==> config.mk <==
export PLATFORM = sky130hd
export DESIGN_NAME = muldiv_unit
export DESIGN_NICKNAME = d
export VERILOG_FILES = /design/src/rtl/muldiv_pkg.sv /design/src/rtl/muldiv_datapath.sv /design/src/rtl/muldiv_unit.sv
export SDC_FILE = /design/constraint.sdc
export NUM_CORES = 1
export LEC_CHECK = 0
export ABC_CLOCK_PERIOD_IN_PS = 12400
export CAP_MARGIN = 10
export CORE_MARGIN = 4
export CORE_UTILIZATION = 43
export CTS_CLUSTER_DIAMETER = 60
export DETAILED_ROUTE_END_ITERATION = 8
export HOLD_SLACK_MARGIN = 0.05
export REMOVE_ABC_BUFFERS = 1
export SLEW_MARGIN = 20
export SYNTH_ARGS = -nofsm -noshare
export SYNTH_HDL_FRONTEND = slang
export SYNTH_HIERARCHICAL = 1
export SYNTH_SLANG_ARGS = --single-unit
==> constraint.sdc <==
create_clock -name clk -period 12.4 [get_ports clk]
set_input_delay 1.24 -clock clk [delete_from_list [all_inputs] [get_ports clk]]
set_output_delay 1.24 -clock clk [all_outputs]
set_load 0.005 [all_outputs]
==> src/rtl/muldiv_pkg.sv <==
// Shared definitions for the iterative RV32M multiply/divide unit.
// Latency: n/a (constants and types only).
// Backpressure: n/a.
package muldiv_pkg;

  localparam int DEFAULT_XLEN = 32;

  localparam logic [2:0] F3_MUL    = 3'b000;
  localparam logic [2:0] F3_MULH   = 3'b001;
  localparam logic [2:0] F3_MULHSU = 3'b010;
  localparam logic [2:0] F3_MULHU  = 3'b011;
  localparam logic [2:0] F3_DIV    = 3'b100;
  localparam logic [2:0] F3_DIVU   = 3'b101;
  localparam logic [2:0] F3_REM    = 3'b110;
  localparam logic [2:0] F3_REMU   = 3'b111;

  typedef enum logic [1:0] {
    IDLE = 2'd0,
    BUSY = 2'd1,
    DONE = 2'd2
  } state_e;

endpackage

==> src/rtl/muldiv_datapath.sv <==
// Shift-add multiply / restoring divide on operand magnitudes, one bit per step.
// Latency: XLEN steps after load; final_res reflects the value the current step produces.
// Backpressure: none; the controller decides when to load and step.
module muldiv_datapath
  import muldiv_pkg::*;
#(
  parameter int XLEN = DEFAULT_XLEN
) (
  input  logic            clk,
  input  logic            rst_n,
  input  logic            load,
  input  logic            step,
  input  logic            div_mode,
  input  logic            neg_main,
  input  logic            neg_rem,
  input  logic            want_hi,
  input  logic [XLEN-1:0] mag_a,
  input  logic [XLEN-1:0] mag_b,
  output logic [XLEN-1:0] final_res
);

  // hi_q: running product high word / partial remainder.
  // lo_q: multiplier bits still to consume / dividend bits shifting into quotient.
  logic [XLEN-1:0]   hi_q, lo_q, b_q;
  logic              mode_q;
  logic [XLEN-1:0]   hi_d, lo_d;
  logic [XLEN:0]     sum, shifted, diff;
  logic [2*XLEN-1:0] prod;
  logic [XLEN-1:0]   quo, rem;

  // One iteration of the add/subtract step plus sign correction of the value it yields.
  always_comb begin
    sum     = {1'b0, hi_q} + (lo_q[0] ? {1'b0, b_q} : '0);
    shifted = {hi_q, lo_q[XLEN-1]};
    diff    = shifted - {1'b0, b_q};
    hi_d    = hi_q;
    lo_d    = lo_q;
    if (mode_q) begin
      // Restoring divide: keep the trial difference only when it did not borrow.
      if (!diff[XLEN]) begin
        hi_d = diff[XLEN-1:0];
        lo_d = {lo_q[XLEN-2:0], 1'b1};
      end else begin
        hi_d = shifted[XLEN-1:0];
        lo_d = {lo_q[XLEN-2:0], 1'b0};
      end
    end else begin
      // Shift-add: the carry out of the add drops into the top of the high word.
      hi_d = sum[XLEN:1];
      lo_d = {sum[0], lo_q[XLEN-1:1]};
    end
    prod = {hi_d, lo_d};
    if (neg_main) prod = -prod;
    quo = neg_main ? -lo_d : lo_d;
    rem = neg_rem ? -hi_d : hi_d;
    if (mode_q) final_res = want_hi ? rem : quo;
    else        final_res = want_hi ? prod[2*XLEN-1:XLEN] : prod[XLEN-1:0];
  end

  // Accumulator and shift registers: cleared/loaded on accept, advanced once per step.
  always_ff @(posedge clk or negedge rst_n) begin
    if (!rst_n) begin
      hi_q   <= '0;
      lo_q   <= '0;
      b_q    <= '0;
      mode_q <= 1'b0;
    end else if (load) begin
      hi_q   <= '0;
      lo_q   <= mag_a;
      b_q    <= mag_b;
      mode_q <= div_mode;
    end else if (step) begin
      hi_q <= hi_d;
      lo_q <= lo_d;
    end
  end

endmodule

==> src/rtl/muldiv_unit.sv <==
// Iterative RV32M multiply/divide unit with divide special-case fast paths.
// Latency: result in the XLEN+1th cycle after accept (1 for divide-by-zero / overflow).
// Backpressure: in_ready only in IDLE; result held with out_valid until out_ready; flush kills.
module muldiv_unit
  import muldiv_pkg::*;
#(
  parameter int XLEN = DEFAULT_XLEN
) (
  input  logic            clk,
  input  logic            rst_n,
  input  logic            in_valid,
  output logic            in_ready,
  input  logic [2:0]      funct3,
  input  logic [XLEN-1:0] op_a,
  input  logic [XLEN-1:0] op_b,
  input  logic            flush,
  output logic            out_valid,
  input  logic            out_ready,
  output logic [XLEN-1:0] result,
  output logic            busy
);

  localparam int CW = $clog2(XLEN);
  localparam logic [XLEN-1:0] MIN_VAL = {1'b1, {(XLEN-1){1'b0}}};

  state_e          state_q, state_d;
  logic [CW-1:0]   cnt_q;
  logic            neg_main_q, neg_rem_q, want_hi_q;
  logic            dp_load, dp_step;
  logic [XLEN-1:0] dp_res;

  logic            a_signed, b_signed, sign_a, sign_b;
  logic            is_div, is_rem, want_hi, fast_zero, fast_ovf, fast;
  logic [XLEN-1:0] mag_a, mag_b, fast_val;
  logic            accept, finish;

  assign in_ready = (state_q == IDLE);
  assign busy     = (state_q != IDLE);
  assign accept   = in_valid & in_ready & ~flush;
  assign finish   = (state_q == BUSY) & (cnt_q == '0) & ~flush;

  assign a_signed  = funct3 inside {F3_MULH, F3_MULHSU, F3_DIV, F3_REM};
  assign b_signed  = funct3 inside {F3_MULH, F3_DIV, F3_REM};
  assign is_div    = funct3 inside {F3_DIV, F3_DIVU, F3_REM, F3_REMU};
  assign is_rem    = funct3 inside {F3_REM, F3_REMU};
  assign want_hi   = funct3 inside {F3_MULH, F3_MULHSU, F3_MULHU, F3_REM, F3_REMU};
  assign sign_a    = a_signed & op_a[XLEN-1];
  assign sign_b    = b_signed & op_b[XLEN-1];
  assign mag_a     = sign_a ? -op_a : op_a;
  assign mag_b     = sign_b ? -op_b : op_b;
  assign fast_zero = is_div & (op_b == '0);
  assign fast_ovf  = (funct3 inside {F3_DIV, F3_REM}) & (op_a == MIN_VAL) & (op_b == '1);
  assign fast      = fast_zero | fast_ovf;
  assign fast_val  = fast_zero ? (is_rem ? op_a : '1) : (is_rem ? '0 : MIN_VAL);

  muldiv_datapath #(.XLEN(XLEN)) u_datapath (
    .clk       (clk),
    .rst_n     (rst_n),
    .load      (dp_load),
    .step      (dp_step),
    .div_mode  (is_div),
    .neg_main  (neg_main_q),
    .neg_rem   (neg_rem_q),
    .want_hi   (want_hi_q),
    .mag_a     (mag_a),
    .mag_b     (mag_b),
    .final_res (dp_res)
  );

  // Next-state and datapath control; flush overrides everything.
  always_comb begin
    state_d = state_q;
    dp_load = 1'b0;
    dp_step = 1'b0;
    case (state_q)
      IDLE: if (accept) begin
        dp_load = 1'b1;
        state_d = fast ? DONE : BUSY;
      end
      BUSY: begin
        dp_step = 1'b1;
        if (cnt_q == '0) state_d = DONE;
      end
      DONE: if (out_ready) state_d = IDLE;
      default: state_d = IDLE;
    endcase
    if (flush) begin
      state_d = IDLE;
      dp_load = 1'b0;
      dp_step = 1'b0;
    end
  end

  // State register.
  always_ff @(posedge clk or negedge rst_n) begin
    if (!rst_n) state_q <= IDLE;
    else        state_q <= state_d;
  end

  // Iteration counter and the sign/word-select decisions captured at accept.
  always_ff @(posedge clk or negedge rst_n) begin
    if (!rst_n) begin
      cnt_q      <= '0;
      neg_main_q <= 1'b0;
      neg_rem_q  <= 1'b0;
      want_hi_q  <= 1'b0;
    end else if (flush) begin
      cnt_q <= '0;
    end else if (accept) begin
      cnt_q      <= CW'(XLEN-1);
      neg_main_q <= sign_a ^ sign_b;
      neg_rem_q  <= sign_a;
      want_hi_q  <= want_hi;
    end else if (dp_step && cnt_q != '0) begin
      cnt_q <= cnt_q - CW'(1);
    end
  end

  // Registered result and out_valid: set by fast path or final iteration, cleared on handoff/flush.
  always_ff @(posedge clk or negedge rst_n) begin
    if (!rst_n) begin
      result    <= '0;
      out_valid <= 1'b0;
    end else if (flush) begin
      result    <= '0;
      out_valid <= 1'b0;
    end else if (accept && fast) begin
      result    <= fast_val;
      out_valid <= 1'b1;
    end else if (finish) begin
      result    <= dp_res;
      out_valid <= 1'b1;
    end else if (out_valid && out_ready) begin
      out_valid <= 1'b0;
    end
  end

endmodule
Yosys cells after proc, flatten, opt, wreduce, memory -nomap -nowiden
Index checks and enable logic that the tools add are counted.
Widths: inputs -> output; s select.

storage, ports and cells
  register bits after elaboration = 140
  latch bits = 0
  memory bits (writable) = 0
  ROM bits = 0
  bits of input ports = 72
  output and inout bits = 35
  memories = 0

operators by class
  $add $sub $neg = 8
  $mul = 0
  div/mod/pow operators = 0
  magnitude comparators = 0
  eq/ne operators = 14
  shift operators = 0
  muxes and demuxes = 41
  bitwise gates (word level) = 12
  reductions and logical operators = 20

operator list
  kind                  count
  $mux 32               21
  $neg 32->32           4
  $eq 32x32->1 const B  2
  $mux 64               1
  $neg 64->64           1
  $add 32x33->33        1
  $sub 33x32->33        1
  $logic_not 32->1      1
  $mux 5                3
  $eq 3x3->1 const B    4
  $reduce_bool 4->1     3
  $mux 1                10
  $mux 2                5
  $reduce_bool 5->1     2
  $and 1x1->1           9
  $reduce_bool 3->1     3
  $reduce_bool 2->1     4
  $eq 3x2->1 const B    2
  $pmux 2 s3            1
  $logic_not 5->1       1
  $sub 5x1->5 const B   1
  $eq 3x1->1 const B    1
  $logic_and 1x1->1     3
  $ne 3x1->1 const B    1
  10 further kinds      10

Logic depth before layout (Yosys ltp)
  depth in word-level cells = 10
  gate-level depth with buffers = 22

Modules after synthesis
Netlist, hierarchy kept.

modules (own cells, without submodules)
  module           instances  cells each  area each (sq um)  sequential area each (sq um)
  muldiv_datapath  1          1540        11268.3            2427.3
  muldiv_unit      1          471         4010.1             1076.0

Worst setup path before layout
OpenSTA, ideal clock, no wires.

  kind = flip-flop to flip-flop
  from = reg u_datapath.lo_q[31]
  to = reg result[22]
  library setup time = 0.095 ns
  arrival = 5.023 ns
  setup slack = 7.281 ns
  stages on the path, launching flop included = 23
  period minus slack after synthesis = 5.119 ns
  cells stage by stage = dfrtp_1 -> inv_1 -> ha_1 -> fa_1 -> nand2b_1 -> a21oi_2 -> o21ai_2 -> o311ai_4 -> a21oi_4 -> mux2i_1 -> a21boi_0 -> ha_1 -> o21ai_0 -> nor4_1 -> nand2_1 -> nor2_1 -> nor2_1 -> nor4_1 -> a41oi_1 -> xnor2_1 -> a21oi_1 -> mux2i_1 -> o31ai_1

between the ends
  cells in the longest elaborated chain, start to end = 10

ends and longest elaborated chain
  item                                      line                                          text
  from (decl)                               muldiv_datapath.sv:24                         logic [XLEN-1:0] hi_q, lo_q, b_q;
  from (signal assigned)                    muldiv_datapath.sv:69                         lo_q <= mag_a;
  from (signal assigned)                    muldiv_datapath.sv:74                         lo_q <= lo_d;
  $sub 33x32->33                            muldiv_datapath.sv:35                         diff = shifted - {1'b0, b_q};
  $mux 1 / $mux 32 (equally long branches)  muldiv_datapath.sv:40                         if (!diff[XLEN]) begin
  $mux 32                                   muldiv_datapath.sv:38                         if (mode_q) begin
  $neg 64->64 (tied with other cells)       muldiv_datapath.sv:53                         if (neg_main) prod = -prod;
  $mux 64 (tied with other cells)           muldiv_datapath.sv:53
  $mux 32, on equally long branches         muldiv_datapath.sv:57, muldiv_datapath.sv:56
  $mux 32 (*)                               muldiv_datapath.sv:56                         if (mode_q) final_res = want_hi ? rem : quo;
  net dp_res[22]                            muldiv_unit.sv:30                             logic [XLEN-1:0] dp_res;
  $mux 32 (*)                               muldiv_unit.sv:130                            end else if (finish) begin
  $mux 32 (*)                               muldiv_unit.sv:127                            end else if (accept && fast) begin
  $mux 32 (*)                               muldiv_unit.sv:124                            end else if (flush) begin
  to (signal assigned)                      muldiv_unit.sv:128                            result <= fast_val;
  to (signal assigned)                      muldiv_unit.sv:131                            result <= dp_res;
  to (decl)                                 muldiv_unit.sv:19                             output logic [XLEN-1:0] result,

Mark *: on every way through the listed nets, which the timed path passes. The rest lies on a longest branch. The select of a mux whose other input is x is not followed.
A chain may end at the register's enable or synchronous reset.

Worst setup path in the final report
Same ends and word-level chain as after synthesis.

==> metrics.md <==
| Metric | Value |
|---|---|
| Placement Setup Slack | 5.97 ns |
| # fillers | 3,450 |
| Mean area per synthesized cell | 7.60 um^2 |
| Net Switching | 2420 uW |
| Port Buf Inserts | 106 |
| Ant diodes | 0 |
| Combinational Power Share | 0.709 |
| Wirelength per Cell | 21.9 um |
| Post-synth EDFFs | 0 |
| Pin count of the biggest net entering global routing | approximately 110 |
| Total CTS buffers | 17 |
| Seq cells post-synth | 140 |
| Initial antenna violation count | 0 |
| Number of global-route vias before repair | 14,506 |
| HP Class | flop to flop |
| Final setup vio count | 0 |
| Met3 Usage GRT | 0.0526 |
| Worst Path Arrival | between 6 and 7 ns |
| Power Internal | 2030 uW |
| Crit path required time | 12.69 ns |
| Crit end category | flop |
| Worst-Skew Late Latency | 0.45 ns |
| Storage cell area | roughly 3500 um^2 |
| Drt pass-1 iters | 5 |
| CTS resizes | 0 |
| Vias per cell | about 6.1 |
| Primary FF master, synth | dfrtp_1 |
| Hold Path Cell Cnt | 2 |
| F_max | 151 MHz |
| Clock sink count | 140 |
| DRT antenna net count | 0 |
| Final RePlAce weighted congestion | 0.991 |
| Number of H-tree levels | 4 |
| DR iter-0 viols | 1,262 |
| RR Endpoint | result[22] |
| GRT Total Usage | 0.276 |
| Clock tree buffer depth | 2 |
| Switching share of power | 0.544 |
| R2R cell count | 23 |
| Synth top cells by count | nand2_1, o21ai_0, nor2_1 |
| # Post-CTS Setup Buffers | 0 |
| Gate Count Post-Synth | 2,011 |
| Max Fanout on Critical Path | 19 |
| Via count | 15,244 |
| Final Critical Period | about 6.6 ns |
| Setup tns final | 0 ns |
| Flop2flop setup slack | ~5.8 ns |
| Starting density of the core | 0.439 |
| Unrepaired setup endpoints after global routing | false |
| Root Driver | clkbuf_16 |
| Startpoint Class | flop |
| Most frequent cell after synthesis | nand2_1 |
| Largest cells by area after synthesis | dfrtp_1, mux2i_1, nand2_1 |
| DRT Wirelength | 54,800 um |
| End of the worst hold path | result[23] |
| Async S/R FF share, synth | 1.00 |
| First-pass GRT wire length | 84,400 um |
| Share of cells above drive strength 1 | 0.0566 |
| Lkg Pwr | around 0.007 uW |
| Tightest Pin Transition | 1.15 ns |
| Cell count after placement | ~2,500 |
| Total power | 4450 uW |
| Gr ovfl total | 0 |
| Core area | between 30,000 and 40,000 um^2 |
| Hold_buf cts | 0 |
| Status | finished clean |
| Die W | 196 um |
| Syn Std Cell Area | around 15,000 um^2 |
| Max-Cap Viols | 0 |
| Maximum VDD drop | 0.160 mV |
| Multi-input logic area | 10,900 um^2 |
| Fin cells | around 2,500 |
| Layout area overhead | 11.9% |
| IO Count | 107 |
| Reg clk slew, reported paths | 0.07 ns |
| Die ar. | a little under 40,000 um^2 |
| R2r startpoint | u_datapath/lo_q[31] |
| Synth top area share | 0.229 |
| Distinct cells, synth | 94 |
| Drt drc | 0 |
| Dpl hpwl | approximately 42,000 um |
| CTS tree | built |
| Hold path start | result[23] |
| Slew margin rel. | 0.236 |
| Final critical-path share of the clock period | 0.534 |
| Setup WS post-layout | 5.77 ns |
| Syn. warnings | 6 |
| Setup Crit Path Kind | flop to flop |
| Final hold slack | around 0.56 ns |
| Die H | 196 um |
| Slew Viols, Final | 0 |
| Sequential power share | 0.173 |
| Clock power frac | 0.118 |
| Post-synthesis cell type with the largest combined area | dfrtp_1 |
| Final hold vios | 0 |
| Global routing's busiest layer | met2 |
| P per Cell Area | 261 nW/um^2 |
| Met2 usage | 0.439 |
| Met1 Track Usage GR | 0.367 |
| Clk_skew | 0.0113 ns |
| Final #Nets | 2,180 |
| Rows | slightly below 70 |
| Seq/Total Area, Yosys | 0.229 |
## power groups by stage
stage / clock [uW] / combinational [uW] / sequential (uW)
after floorplan: 0 / 2200 / 739
after global placement: 0 / 3060 / 772
after detailed placement: 0 / 3080 / 775
after CTS: 534 / 3100 / 767
after global routing: 551 / 3420 / 791
final: 524 / 3160 / 771
## how the worst max path moves through the flow
| stage | start | to | slack, ns | cells after the start |
|---|---|---|---|---|
| 3_5_place_dp | u_datapath/lo_q[31] | result[22] | 5.97 | 23 |
| 4_1_cts | u_datapath/lo_q[31] | result[22] | 5.92 | 23 |
| 3_3_place_gp | u_datapath/lo_q[31] | result[22] | 6.19 | 23 |
| 6_report | u_datapath/lo_q[31] | result[22] | 5.77 | 23 |
| 2_1_floorplan | flush | cnt_q[3] | 2.88 | 5 |
| 5_1_grt | u_datapath/lo_q[31] | result[22] | 5.31 | 23 |
## layer usage
layer / part of all wire / up-vias
met4: 0.047 / 0
met5: 0 / -
met3: 0.067 / 85
met2: 0.45 / 549
li1: - / 7304
met1: 0.43 / 7306
## critical path: stages, from the launching register on
cell and delay, ns:
dfrtp_1 0.40, inv_1 0.09, ha_1 0.23, fa_1 0.41
nand2b_1 0.20, a21oi_2 0.22, o21ai_2 0.13, o311ai_4 0.46
a21oi_4 0.30, mux2i_1 0.23, buf_4 0.19, a21boi_0 0.33
ha_1 0.25, o21ai_0 0.28, nor4_1 0.74, nand2_1 0.25
nor2_1 0.26, nor2_1 0.23, nor4_1 0.36, a41oi_1 0.18
xnor2_1 0.31, a21oi_1 0.12, mux2i_1 0.18, o31ai_1 0.08
## kinds of logic after synthesis
kind of cell / synth area share
and+or+nand+nor: 0.230
adders and majority gates: 0.0608
AOI/OAI and AO/OA: 0.243
xor gates and xnor gates: 0.100
buffers and inverters: 0.0571
muxes: 0.0800
DFF: 0.229
## cell usage in the layout, fill, tap and decap left out, drive strengths merged, types with 10 or more instances in the layout
cell type	Yosys	routed
a21o	32	32
a21oi	147	147
a31oi	34	34
and2	41	41
and3	11	11
buf	41	21
clkbuf	80	18
clkdlybuf4s50	0	105
dfrtp	140	140
ha	71	71
inv	84	89
mux2i	112	112
nand2	245	245
nand2b	19	19
nand3	32	32
nand4	32	32
nor2	167	167
nor2b	10	10
nor3	43	43
nor4	29	29
o211ai	15	15
o21ai	212	212
o21bai	13	13
o31ai	51	51
o41ai	10	10
or3	22	22
or4	13	13
xnor2	104	104
xor2	69	69
## state kept, by name, summed over array words and instances (netlist names)
name / count
u_datapath/lo_q: 32
neg_rem_q: 1
u_datapath/hi_q: 32
want_hi_q: 1
state_q: 2
out_valid: 1
neg_main_q: 1
result: 32
u_datapath/b_q: 32
u_datapath/mode_q: 1
cnt_q: 5
## per-stage QoR
stage                      util  cell area [um^2]
after floorplan               -             14700
after global placement    0.475             16500
after detailed placement  0.475             16500
after CTS                 0.491             17100
after global routing      0.491             17100
final                     0.491             17100
## final cells by class
cell class | count | share of cell area
clock buffer | 18 | 0.0257
clock inverter | 14 | 0.00805
sequential | 140 | 0.205
multi-input combinational | 1666 | 0.638
tap | 455 | 0.0333
inverter | 84 | 0.0186
timing repair buffer | 126 | 0.0709
Note: power is estimated with default switching activity, not from simulation.
